[src/rtl/stim_sequencer.sv]
// rtl/stim_sequencer.sv - FIFO-fed stimulus sequencer that drives DUT control pins and records sampled q
module stim_sequencer #(
    parameter int DEPTH  = 4,
    parameter int HOLD_W = 8,
    parameter int TS_W   = 32
) (
    input  logic              clk,
    input  logic              rst_n,
    input  logic              run,
    input  logic              in_valid,
    output logic              in_ready,
    input  logic              in_rst_n,
    input  logic              in_enable,
    input  logic              in_d,
    input  logic [HOLD_W-1:0] in_hold,
    output logic              dut_rst_n,
    output logic              dut_enable,
    output logic              dut_d,
    input  logic              dut_q,
    output logic              out_valid,
    input  logic              out_ready,
    output logic [TS_W-1:0]   out_ts,
    output logic              out_q,
    output logic              busy,
    output logic              done
);

    localparam int AW = $clog2(DEPTH);
    localparam int EW = HOLD_W + 3;
    localparam logic [AW:0] FULL_CNT = (AW+1)'(DEPTH);

    typedef enum logic [1:0] {
        S_IDLE,
        S_APPLY,
        S_SAMPLE,
        S_EMIT
    } state_t;

    logic [EW-1:0]     r_mem [DEPTH];
    logic [AW-1:0]     r_wr_ptr;
    logic [AW-1:0]     r_rd_ptr;
    logic [AW:0]       r_count;
    logic              r_live;

    state_t            r_state;
    logic [HOLD_W-1:0] r_cnt;
    logic [TS_W-1:0]   r_idx;
    logic              r_dut_rst_n;
    logic              r_dut_enable;
    logic              r_dut_d;
    logic              r_out_valid;
    logic              r_out_q;
    logic [TS_W-1:0]   r_out_ts;
    logic              r_done;

    logic              w_full;
    logic              w_empty;
    logic              w_push;
    logic              w_launch_ok;
    logic              w_pop;
    logic [EW-1:0]     w_head;
    logic [HOLD_W-1:0] w_head_hold;
    logic [HOLD_W-1:0] w_hold_load;

    // in_ready stays low until the first edge after reset release
    assign w_full      = (r_count == FULL_CNT);
    assign w_empty     = (r_count == '0);
    assign in_ready    = r_live && !w_full;
    assign w_push      = in_valid && in_ready;
    assign w_launch_ok = run && !w_empty;
    assign w_pop       = w_launch_ok &&
                         ((r_state == S_IDLE) || ((r_state == S_EMIT) && out_ready));
    assign w_head      = r_mem[r_rd_ptr];
    assign w_head_hold = w_head[HOLD_W-1:0];
    assign w_hold_load = (w_head_hold == '0) ? HOLD_W'(1) : w_head_hold;

    always_ff @(posedge clk) begin
        if (w_push) begin
            r_mem[r_wr_ptr] <= {in_rst_n, in_enable, in_d, in_hold};
        end
    end

    always_ff @(posedge clk or negedge rst_n) begin
        if (!rst_n) begin
            r_wr_ptr <= '0;
            r_rd_ptr <= '0;
            r_count  <= '0;
            r_live   <= 1'b0;
        end else begin
            r_live <= 1'b1;
            if (w_push) begin
                r_wr_ptr <= r_wr_ptr + AW'(1);
            end
            if (w_pop) begin
                r_rd_ptr <= r_rd_ptr + AW'(1);
            end
            case ({w_push, w_pop})
                2'b10:   r_count <= r_count + (AW+1)'(1);
                2'b01:   r_count <= r_count - (AW+1)'(1);
                default: r_count <= r_count;
            endcase
        end
    end

    always_ff @(posedge clk or negedge rst_n) begin
        if (!rst_n) begin
            r_state      <= S_IDLE;
            r_cnt        <= '0;
            r_idx        <= '0;
            r_dut_rst_n  <= 1'b0;
            r_dut_enable <= 1'b0;
            r_dut_d      <= 1'b0;
            r_out_valid  <= 1'b0;
            r_out_q      <= 1'b0;
            r_out_ts     <= '0;
            r_done       <= 1'b0;
        end else begin
            r_done <= 1'b0;
            case (r_state)
                S_IDLE: ;
                S_APPLY: begin
                    r_cnt <= r_cnt - HOLD_W'(1);
                    if (r_cnt == HOLD_W'(1)) begin
                        r_state <= S_SAMPLE;
                    end
                end
                S_SAMPLE: begin
                    r_out_q     <= dut_q;
                    r_out_ts    <= r_idx;
                    r_out_valid <= 1'b1;
                    r_state     <= S_EMIT;
                end
                S_EMIT: begin
                    if (out_ready) begin
                        r_out_valid <= 1'b0;
                        r_idx       <= r_idx + TS_W'(1);
                        if (!w_pop) begin
                            r_state <= S_IDLE;
                            r_done  <= 1'b1;
                        end
                    end
                end
                default: r_state <= S_IDLE;
            endcase
            // A launch (from IDLE or straight out of EMIT) overrides the case above
            if (w_pop) begin
                r_state      <= S_APPLY;
                r_dut_rst_n  <= w_head[EW-1];
                r_dut_enable <= w_head[EW-2];
                r_dut_d      <= w_head[EW-3];
                r_cnt        <= w_hold_load;
            end
        end
    end

    assign dut_rst_n  = r_dut_rst_n;
    assign dut_enable = r_dut_enable;
    assign dut_d      = r_dut_d;
    assign out_valid  = r_out_valid;
    assign out_q      = r_out_q;
    assign out_ts     = r_out_ts;
    assign done       = r_done;
    assign busy       = (r_state != S_IDLE);

endmodule
[config.mk]
export PLATFORM = sky130hd
export DESIGN_NAME = stim_sequencer
export DESIGN_NICKNAME = d
export VERILOG_FILES = /design/src/rtl/stim_sequencer.sv
export SDC_FILE = /design/constraint.sdc
export NUM_CORES = 1
export LEC_CHECK = 0
export CAP_MARGIN = 10
export CORE_MARGIN = 1
export CORE_UTILIZATION = 60
export CTS_CLUSTER_DIAMETER = 100
export DETAILED_ROUTE_END_ITERATION = 10
export PLACE_DENSITY = 0.84
export SLEW_MARGIN = 10
export SYNTH_ARGS = -nofsm -noshare
export SYNTH_HDL_FRONTEND = slang
export SYNTH_SLANG_ARGS = --single-unit
[constraint.sdc]
create_clock -name clk -period 5.62 [get_ports clk]
set_input_delay 1.686 -clock clk [delete_from_list [all_inputs] [get_ports clk]]
set_output_delay 1.686 -clock clk [all_outputs]
set_load 0.005 [all_outputs]
==> results of run 1 <==
[state kept, by name (all words and copies together) (netlist names)]
signal	flops
r_idx	32
r_wr_ptr	2
dut_rst_n	1
r_rd_ptr	2
r_cnt	8
dut_enable	1
out_q	1
r_state	2
done	1
r_mem	44
out_valid	1
r_live	1
dut_d	1
r_count	3
out_ts	32
[power groups by stage]
stage	Combinational [mW]	Clock, mW	Sequential [mW]
2_1_floorplan	0.517	0	1.26
3_3_place_gp	0.665	0	1.31
3_5_place_dp	0.692	0	1.32
4_1_cts	0.704	1.05	1.31
5_1_grt	0.773	1.09	1.33
6_report	0.693	1.03	1.31
[layout make-up]
class | count | area (um^2)
clock inverter | 10 | 96.3
fill | 531 | 2100
inverter | 17 | 63.8
tap | 108 | 135
sequential | 132 | 3520
timing repair buffer | 57 | 566
multi-input combinational | 212 | 1850
clock buffer | 22 | 474
[cell usage after synthesis (all sizes together), types with 3 or more instances]
cell,count
dfrtp,88
edfxtp,44
mux2,38
xnor2,33
nand2,21
inv,17
nand3,15
ha,13
nor2,12
mux4,11
nand4,11
xor2,10
and3,8
o21ai,8
buf,7
nor4,7
a31oi,4
nor3,3
[critical path, cell delays in order]
cell and delay (ns):
clkdlybuf4s50_1 0.57, a21oi_1 0.08, or2_2 0.36, inv_2 0.27, ha_1 0.25, inv_1 0.06, fa_1 0.37, xor2_1 0.15
nor2_1 0.13, xor2_1 0.17
[how the worst max path moves through the flow]
stage,start,endpoint,slack (ns)
floorplan,run,r_count[2],2.08
global placement,out_ready,r_count[2],1.56
detailed placement,out_ready,r_count[2],1.41
CTS,out_ready,r_count[2],1.95
global route,out_ready,r_count[2],1.78
finish,out_ready,r_count[2],1.95
[metal layers]
metal | global-route usage | wire length [um] | share of wire | up-vias
met1 | 0.276 | 4060 | 0.43 | 1606
met4 | 0.0793 | 134 | 0.014 | 0
li1 | - | - | - | 1465
met2 | 0.391 | 5070 | 0.53 | 61
met5 | 0 | 0 | 0 | -
met3 | 0.0604 | 291 | 0.030 | 13
[logic make-up (layout without fill, tap and decap cells)]
logic type	count (synthesis)	after routing	share of synthesized area
muxes	50	50	0.127
and+or+nand+nor	86	86	0.0889
buffers and inverters	26	106	0.0210
adders and majority gates	14	14	0.0333
other	1	1	0.000683
AOI/OAI and AO/OA	18	18	0.0189
DFF	132	132	0.642
xor gates and xnor gates	43	43	0.0686
[per-stage QoR]
step           instance area (um^2)  setup slack, ns  hold WS, ns  std cells
2_1_floorplan                  5490             2.08        0.440        370
3_3_place_gp                   6140             1.56        0.465        526
3_5_place_dp                   6140             1.41        0.467        526
4_1_cts                        6710             1.95        0.474        558
5_1_grt                        6710             1.78        0.517        558
6_report                       6710             1.95        0.481        558
==> metrics, run 1 <==
P_sw slightly below 0.9 mW; hold path depth 1; routability congestion estimate approximately 0.73; Root Buffer clkbuf_8; initial antenna violation count 0; clock skew 0.0108 ns; Final Power slightly above 3 mW; crit path max fanout 19; Starting Density 0.623; largest net degree at the start of global routing a little under 90; R2R depth 10; Setup crit end kind flip-flop; crit path time final 3.67 ns; routed wire length per instance roughly 17 um; syn nets approximately 400; post-synthesis average cell area about 15 um^2; Total GRT Usage 0.227; top_reg_cell synth dfrtp_1; Slew headroom 0.282; first-pass GRT wire length 16300 um; Int Pwr 2.16 mW; leading post-synthesis cells by cell area dfrtp_1 (40%), edfxtp_1 (24%), mux2_2 (7.8%); setup slack, reg-to-reg about 3.0 ns; final setup vio count 0; Final TNS setup 0 ns; Max Freq between 200 and 300 MHz; CTS tree built; layout cells sized above 1 0.189; Flop pwr share 0.431; commonest non-fill, non-tap cell in the layout dfrtp_1; clock buffer depth 2; row cnt 34; Synthesis Warnings 0; core area ~0.0088 mm^2; first-iteration detailed-routing DRC count around 150; Startpoint Class input pin; post-route ant nets 0; # Post-CTS Setup Buffers 0; clock transition at the registers of the reported paths about 0.060 ns; worst path required time between 6 and 7 ns; CTS Sinks 132; Hold Path End r_idx[31]; leakage power 2.82 nW; die width about 100 um; IO buf count 56; Synth cell types between 40 and 50; CP Class in -> reg; vias in the first global route about 3400; nets@finish about 470; drt via density ~5.6; fin. max-slew vios 0; cts bufs inserted 17; drt first pass iters 7; Skew-Pair Late Insertion Delay 0.51 ns; hpwl dp ~6000 um; mapped cell area roughly 0.0055 mm^2; fraction of registers with async set/reset 0.667; post-CTS sizing 0; critical path arrival slightly above 4 ns; die height 97.7 um; H-tree depth 4; worst r2r dst r_count[2]; cell area power density approximately 450 mW/mm^2; Mapped Cells 370; maximum vdd ir drop approximately 0.31 mV; RSZ-0062 raised after global routing false; die area between 0.009 and 0.01 mm^2; Comb pwr share 0.229; failing checks design-rule violations; total global routing overflow 0; final hold violation count 0; hold buffer count at cts 0; HP Start r_idx[31]; Worst Tran Pin Value around 1.1 ns; Post-synth EDFFs 44; outcome finished with violations; switch share 0.287; Clock power frac 0.341; MaxCap Viol Count 0; sequential fraction of the synthesis area 0.642; worst hold path class reg -> reg; RR Startpoint r_state[1]; Yosys top cell by area dfrtp_1; vias about 3100; Synth top area share 0.401; Post-route DRC 12; most frequent cells in the layout dfrtp_1 (88), clkdlybuf4s50_1 (55), edfxtp_1 (44); Tcrit/Tclk final 0.654; Area Growth Syn to Fin 22.2%; final core occ 0.762; synthesized flop and latch total between 100 and 150; ANT cells 0; Ports 57; Detailed Route WL 9560 um
No activity file was read; power rests on OpenSTA's default activity.
==> inputs of run 2 (changes only) <==
--- a/config.mk
+++ b/config.mk
@@ -7,10 +7,10 @@
 export LEC_CHECK = 0
 export CAP_MARGIN = 10
 export CORE_MARGIN = 1
-export CORE_UTILIZATION = 60
+export CORE_UTILIZATION = 56
 export CTS_CLUSTER_DIAMETER = 100
 export DETAILED_ROUTE_END_ITERATION = 10
-export PLACE_DENSITY = 0.84
+export PLACE_DENSITY = 0.79
 export SLEW_MARGIN = 10
 export SYNTH_ARGS = -nofsm -noshare
 export SYNTH_HDL_FRONTEND = slang
==> constraint.sdc (replaced) <==
create_clock -name clk -period 3.7 [get_ports clk]
set_input_delay 1.11 -clock clk [delete_from_list [all_inputs] [get_ports clk]]
set_output_delay 1.11 -clock clk [all_outputs]
set_load 0.005 [all_outputs]
==> metrics, run 2 (synthesis gave the netlist of run 1 again) <==
clock skew 0.00953 ns (was 0.0108 ns); Detailed Route WL 9150 um (was 9560 um); worst path required time 2.59 ns (was 6.05 ns); Setup WS post-layout 0.572 ns (was 1.95 ns); Top Usage Layer GRT met2 (unchanged); nets@finish 470 (was 468); MaxCap Viol Count 0 (unchanged); grt met2 use 0.333 (was 0.391); drt first pass iters 6 (was 7); worst r2r dst r_count[2] (unchanged); post-CTS sizing 0 (unchanged); vias in the first global route 3178 (was 3357); RSZ-0062 raised after global routing false (unchanged); crit path max fanout 6 (was 19); grt met1 use 0.258 (was 0.276); ANT cells 0 (unchanged); routability congestion estimate 0.751 (was 0.726); routed wire length per instance 15.7 um (was 17.1 um); Area Growth Syn to Fin 23.8% (was 22.2%); largest net degree at the start of global routing 89 (unchanged); core area 0.00937 mm^2 (was 0.00881 mm^2); Final TNS setup 0 ns (unchanged); IO buf count 56 (unchanged); first-pass GRT wire length 15400 um (was 16300 um); clock transition at the registers of the reported paths 0.06 ns (about the same); Startpoint Class flip-flop (was input pin); cell area power density 699 mW/mm^2 (was 452 mW/mm^2); H-tree depth 4 (unchanged); hold path depth 1 (unchanged); Root Buffer clkbuf_8 (unchanged); hpwl dp 5860 um (was 6030 um); RR Startpoint r_state[1] (unchanged); hold buffer count at cts 0 (unchanged); Starting Density 0.586 (was 0.623); Ports 57 (unchanged); most frequent cells in the layout dfrtp_1 (88), clkdlybuf4s50_1 (55), edfxtp_1 (44) (unchanged); row cnt 35 (was 34); Setup crit end kind primary output (was flip-flop); Total GRT Usage 0.203 (was 0.227); CTS tree built (unchanged); outcome complete, no violations (was finished with violations); Max Freq 320 MHz; CP Class reg -> out (was in -> reg); Setup WS pre-CTS 0.372 ns (was 1.41 ns); crit path time final roughly 3.1 ns; CTS Sinks 132 (unchanged); worst hold margin 0.490 ns (was 0.481 ns); initial antenna violation count 0 (unchanged); HP Start r_idx[27] (was r_idx[31]); final setup vio count 0 (unchanged); clock buffer depth 2 (unchanged); total global routing overflow 0 (unchanged); die width 101 um (was 97.7 um); cts bufs inserted 17 (unchanged); die height 101 um (was 97.7 um); Skew-Pair Late Insertion Delay 0.52 ns (was 0.51 ns); vias 3142 (was 3145); Finished Layout Cells 581 (was 558); final core occ 0.726 (was 0.762); Placed Instances 549 (was 526); final hold violation count 0 (unchanged); post-route ant nets 0 (unchanged); Hold Path End r_idx[27] (was r_idx[31]); R2R depth 11 (was 10); maximum vdd ir drop 0.457 mV (was 0.305 mV); leakage power 2.85 nW (was 2.82 nW); worst hold path class reg -> reg (unchanged); layout cells sized above 1 0.195 (was 0.189); Tcrit/Tclk final 0.846; Largest register FFs 44 (unchanged); Filler Cell Count 620 (was 531); setup slack, reg-to-reg 1.34 ns (was 3.00 ns); drt via density 5.41 (was 5.64); critical path arrival 2.02 ns (was 4.10 ns); first-iteration detailed-routing DRC count 157 (was 145); Global Route met3 Usage 0.0499 (was 0.0604); Largest Register r_mem (unchanged); commonest non-fill, non-tap cell in the layout dfrtp_1 (unchanged); Slew headroom 0.283 (was 0.282); fin. max-slew vios 0 (unchanged); Worst Tran Pin Value 1.08 ns (was 1.07 ns); # Post-CTS Setup Buffers 0 (unchanged); Post-route DRC 0 (was 12); die area 0.0102 mm^2 (was 0.00954 mm^2)
[run 2: stage by stage]
stage,power [mW],instance area [um^2]
floorplan,2.70,5490
global placement,3.00,6180
detailed placement,3.05,6180
CTS,4.79,6800
global route,5.00,6800
finish,4.75,6800
[run 2: area by class of cell]
class / instances / area, um^2 / area share
clock buffer: 18 / 418 / 0.0615
sequential: 132 / 3520 / 0.518
clock inverter: 14 / 200 / 0.0294
inverter: 17 / 63.8 / 0.00939
timing repair buffer: 59 / 581 / 0.0854
multi-input combinational: 212 / 1850 / 0.272
tap: 129 / 161 / 0.0237
[run 2: critical path, stage by stage (launching register included)]
cell,delay [ns]
dfrtp_1,0.38
inv_1,0.09
a31oi_1,0.44
clkdlybuf4s50_1,0.60
[run 2: power breakdown]
group          internal (mW)  switching, mW  total (mW)
Sequential              1.75          0.227        1.98
Clock                   1.10          0.626        1.73
Combinational          0.566          0.478        1.04
[run 2: worst max-delay path by stage]
stage | startpoint | endpoint | cells after the start
floorplan | run | r_count[2] | 11
global placement | out_ready | r_count[2] | 10
detailed placement | out_ready | r_count[2] | 10
CTS | r_count[0] | in_ready | 3
global route | r_count[0] | in_ready | 3
finish | r_count[0] | in_ready | 3
[run 2: layer usage]
| metal | vias up | wire length (um) |
|---|---|---|
| met2 | 64 | 4610 |
| met1 | 1594 | 4100 |
| met3 | 13 | 289 |
| li1 | 1471 | - |
| met5 | - | 0 |
| met4 | 0 | 152 |
==> inputs of run 3 (changes only) <==
==> constraint.sdc (replaced) <==
create_clock -name clk -period 2.9 [get_ports clk]
set_input_delay 0.87 -clock clk [delete_from_list [all_inputs] [get_ports clk]]
set_output_delay 0.87 -clock clk [all_outputs]
set_load 0.005 [all_outputs]
==> metrics, run 3 (synthesis gave the netlist of run 1 again) <==
routability congestion estimate 0.764 (was 0.751); Root Buffer clkbuf_8 (unchanged); row cnt 35 (unchanged); slowest stage delay, CP 0.56 ns (was 0.60 ns); # Post-CTS Setup Buffers 0 (unchanged); crit path max fanout 6 (unchanged); Startpoint Class flip-flop (unchanged); worst path required time 2.03 ns (was 2.59 ns); Final Power 5.99 mW (was 4.75 mW); Max Freq approximately 370 MHz; vias 3159 (was 3142); Skew-Pair Late Insertion Delay 0.51 ns (was 0.52 ns); Setup crit end kind primary output (unchanged); vias in the first global route 3255 (was 3178); Tcrit/Tclk final 0.943; Placed Instances 555 (was 549); cell area power density 875 mW/mm^2 (was 699 mW/mm^2); clock transition at the registers of the reported paths 0.06 ns (about the same); IO buf count 56 (unchanged); layout cells sized above 1 0.207 (was 0.195); leakage power 2.87 nW (was 2.85 nW); die area 0.0102 mm^2 (unchanged); die height 101 um (unchanged); H-tree depth 4 (unchanged); final setup vio count 0 (unchanged); cts bufs inserted 17 (unchanged); Worst Tran Pin Value 0.587 ns (was 1.08 ns); CP Class reg -> out (unchanged); die width 101 um (unchanged); Starting Density 0.586 (unchanged); hpwl dp 6090 um (was 5860 um); Final TNS setup 0 ns (unchanged); Setup WS post-layout 0.164 ns (was 0.572 ns); drt first pass iters 4 (was 6); most frequent cells in the layout dfrtp_1 (88), clkdlybuf4s50_1 (55), edfxtp_1 (44) (unchanged); core area 0.00937 mm^2 (unchanged); CTS tree built (unchanged); fin. max-slew vios 0 (unchanged); RSZ-0062 raised after global routing false (unchanged); Slew headroom 0.608 (was 0.283); Ports 57 (unchanged); first-iteration detailed-routing DRC count 97 (was 157); Area Growth Syn to Fin 24.5% (was 23.8%); commonest non-fill, non-tap cell in the layout dfrtp_1 (unchanged); routed wire length per instance 15.4 um (was 15.7 um); crit path time final 2.74 ns; Finished Layout Cells 587 (was 581); clock skew 0.00842 ns (was 0.00953 ns); final hold violation count 0 (unchanged); maximum vdd ir drop 0.593 mV (was 0.457 mV); initial antenna violation count 0 (unchanged); Slowest-stage cell, CP clkdlybuf4s50_1 (unchanged); Setup WS pre-CTS 0.0140 ns (was 0.372 ns); outcome complete, no violations (unchanged); MaxCap Viol Count 0 (unchanged); worst-path cell chain inv_1, a31oi_2, clkdlybuf4s50_1 (was inv_1, a31oi_1, clkdlybuf4s50_1); Largest Register r_mem (unchanged); CTS Sinks 132 (unchanged); critical path arrival 1.87 ns (was 2.02 ns); nets@finish 476 (was 470); Largest register FFs 44 (unchanged); Detailed Route WL 9070 um (was 9150 um); Post-route DRC 0 (unchanged); clock buffer depth 2 (unchanged); total global routing overflow 0 (unchanged); post-route ant nets 0 (unchanged); worst hold path class in -> async (was reg -> reg); ANT cells 0 (unchanged); largest net degree at the start of global routing 37 (was 89); drt via density 5.38 (was 5.41); first-pass GRT wire length 15600 um (was 15400 um); Total GRT Usage 0.203 (about the same)
[run 3: cell types whose count changed in the layout (fill, tap and decap cells not counted)]
cell,previous run,this run
clkinv_2,1,2
a31oi_1,4,3
buf_12,0,1
buf_4,4,9
bufinv_16,4,3
a31oi_2,0,1
[run 3: worst max-delay path, delay by kind of cell (launching register included)]
family | cells | cell delay, ns
AO/OA/AOI/OAI | 1 | 0.30
flip-flops | 1 | 0.40
buffers and inverters | 2 | 0.66
[run 3: power by group]
group          total, mW  switching (mW)  leakage, nW  internal, mW
Sequential          2.51           0.272         1.55          2.23
Clock               2.11           0.794        0.283          1.32
Combinational       1.37           0.626         1.04         0.742
Total               5.99            1.69         2.87          4.30
[run 3: layer usage]
layer,up-vias,global-route usage,routed length (um)
met1,1585,0.255,4000
met3,11,0.0465,314
met2,76,0.339,4650
li1,1487,-,-
met5,-,0,0
met4,0,0.0903,106
[run 3: what timing repair did]
item / CTS / global route
hold buffers: 0 / 0
resized for setup: 0 / 1
endpoints found under the setup margin: 0 / 1
[run 3: cell type report]
class | instances | area (um^2)
clock buffers | 18 | 418
clock inverters | 14 | 175
fillers | 627 | 2530
inverters | 17 | 63.8
multi-input cells | 212 | 1860
flip-flops and latches | 132 | 3520
well taps | 129 | 161
repair buffers | 65 | 638
[run 3: final timing paths]
check                      depth (start not counted)       start     endpoint  slack, ns
setup / recovery                                   3  r_count[0]     in_ready       0.16
hold / removal                                     1       rst_n     r_idx[6]       0.31
setup reg to reg                                  10  r_state[0]   r_count[2]       0.62
hold reg to reg                                    1   r_idx[31]    r_idx[31]       0.48
max in group asynchronous                          2       rst_n  r_wr_ptr[1]       1.94
min in group clk                                   1   r_idx[31]    r_idx[31]       0.48
[run 3: through the flow]
| stage | hold WS (ns) | utilization | cell area [um^2] |
|---|---|---|---|
| 3_3_place_gp | 0.462 | 0.666 | 6240 |
| 2_1_floorplan | 0.440 | - | 5490 |
| 4_1_cts | 0.312 | 0.729 | 6830 |
| 6_report | 0.315 | 0.730 | 6840 |
| 3_5_place_dp | 0.473 | 0.666 | 6240 |
| 5_1_grt | 0.330 | 0.730 | 6840 |
==> edit (config.mk and constraints of run 2) <==
`DEPTH`: 4 -> 16.
--- a/src/rtl/stim_sequencer.sv
+++ b/src/rtl/stim_sequencer.sv
@@ -1,6 +1,6 @@
 // rtl/stim_sequencer.sv - FIFO-fed stimulus sequencer that drives DUT control pins and records sampled q
 module stim_sequencer #(
-    parameter int DEPTH  = 4,
+    parameter int DEPTH  = 16,
     parameter int HOLD_W = 8,
     parameter int TS_W   = 32
 ) (
Check against the original RTL: not equivalent (Yosys sat finds a counterexample within 10 cycles, from zero or initial values and one cycle with rst_n low).
==> edit against run 2 <==
- hold slack worse by 0.014 ns
- total power increased by 80%
- wire length grew 130%
- clock skew up 0.014 ns
- global-route usage is 2.0 points higher
- synthesized area rose by 100%
- die area is 98% higher
- register-to-register slack got worse by 0.75 ns
- worst setup slack got worse by 0.17 ns
- sequential cell count up 138
- final area is 88% higher
- final cell count rose by 72%
- critical endpoint unchanged
- highest routed layer unchanged
==> edit: results (changes against run 2) <==
| Metric | Value |
|---|---|
| Clk_lat worst skew | 0.55 ns (was 0.52 ns) |
| Routability cong. | 0.790 (was 0.751) |
| Syn avg cell area | 17.4 µm² (was 14.8 µm²) |
| First-pass GRT wire length | 33.6 mm (was 15.4 mm) |
| Peak supply drop | 0.000442 V (was 0.000457 V) |
| TritonRoute pass-1 iters | 5 (was 6) |
| Final design utilization | 67.3% (was 72.6%) |
| HP Start | r_idx[31] (was r_idx[27]) |
| CTS Buf Count | 27 (was 17) |
| Via density | 5.84 (was 5.41) |
| Vias in the first global route | 6,054 (was 3,178) |
| Run status | completed (unchanged) |
| Critical Path AT | 2.19 ns (was 2.02 ns) |
| CTS max path bufs | 3 (was 2) |
| Cell Count Post-Placement | 951 (was 549) |
| Worst-Margin Slew | 1.14 ns (was 1.08 ns) |
| Pre-CTS WS | 0.0380 ns (was 0.372 ns) |
| Register area share after synthesis | 69.5% (was 64.2%) |
| Yosys cell types | 47 (was 42) |
| Compound-Gate Fraction of Synth Area | 2.31% (was 1.89%) |
| CP max FO | 8 (was 6) |
| Wire per inst | 21.2 µm (was 15.7 µm) |
| Hold WS | 0.476 ns (was 0.490 ns) |
| Post-Synth XOR/XNOR Area | 3.98% (was 6.86%) |
| Placed Area | 0.0120 mm² (was 0.00618 mm²) |
| Number of flip-flops in the largest register | 176 (was 44) |
## edit: cell count changes after synthesis, sizes merged, moves of 7 or more
cell	before	now
xor2	10	19
mux4	11	49
edfxtp	44	176
buf	7	17
nor2	12	27
a22oi	0	13
nand2	21	37
nor3	3	10
clkbuf	2	10
## edit: kinds of logic after synthesis
kind of cell / count (synthesis)
adders and majority gates: 18
buffers and inverters: 42
AOI/OAI and AO/OA: 38
muxes: 89
xor gates and xnor gates: 50
other: 1
and+or+nand+nor: 125
DFF: 270
## edit: report_power, final
group / internal, mW / switching (mW)
Clock: 1.36 / 1.09
Sequential: 3.53 / 0.468
Combinational: 1.17 / 0.962
## edit: worst max path at each step
stage                from    endpoint  slack (ns)
6_report       r_count[1]    in_ready        0.40
3_5_place_dp    out_ready  r_count[4]        0.04
3_3_place_gp    out_ready  r_count[4]        0.27
2_1_floorplan   out_ready  r_count[4]        0.14
4_1_cts        r_count[1]    in_ready        0.37
5_1_grt        r_count[1]    in_ready        0.30
## edit: layout make-up
class                   count  area (µm²)  share of cell area, %
flip-flops and latches    270        7640                   59.9
multi-input cells         321        3140                   24.6
repair buffers             85         801                   6.28
clock buffers              34         712                   5.58
well taps                 260         325                   2.55
clock inverters            15        81.3                  0.638
inverters                  15        56.3                  0.441
## edit: per-layer routing
| layer | routed length, µm | share of wire, % | track usage [%] | vias to the layer above |
|---|---|---|---|---|
| met3 | 1430 | 6.8 | 4.00 | 55 |
| met4 | 833 | 3.9 | 9.68 | 0 |
| met1 | 8340 | 39 | 29.1 | 2945 |
| met2 | 10600 | 50 | 36.9 | 247 |
| li1 | - | - | - | 2593 |
| met5 | 0 | 0 | 0 | - |
## edit: worst max-delay path: stages (launching register included)
cell and delay, ns:
dfrtp_1 0.46, or4_1 0.55, o21a_1 0.20, clkdlybuf4s50_1 0.44
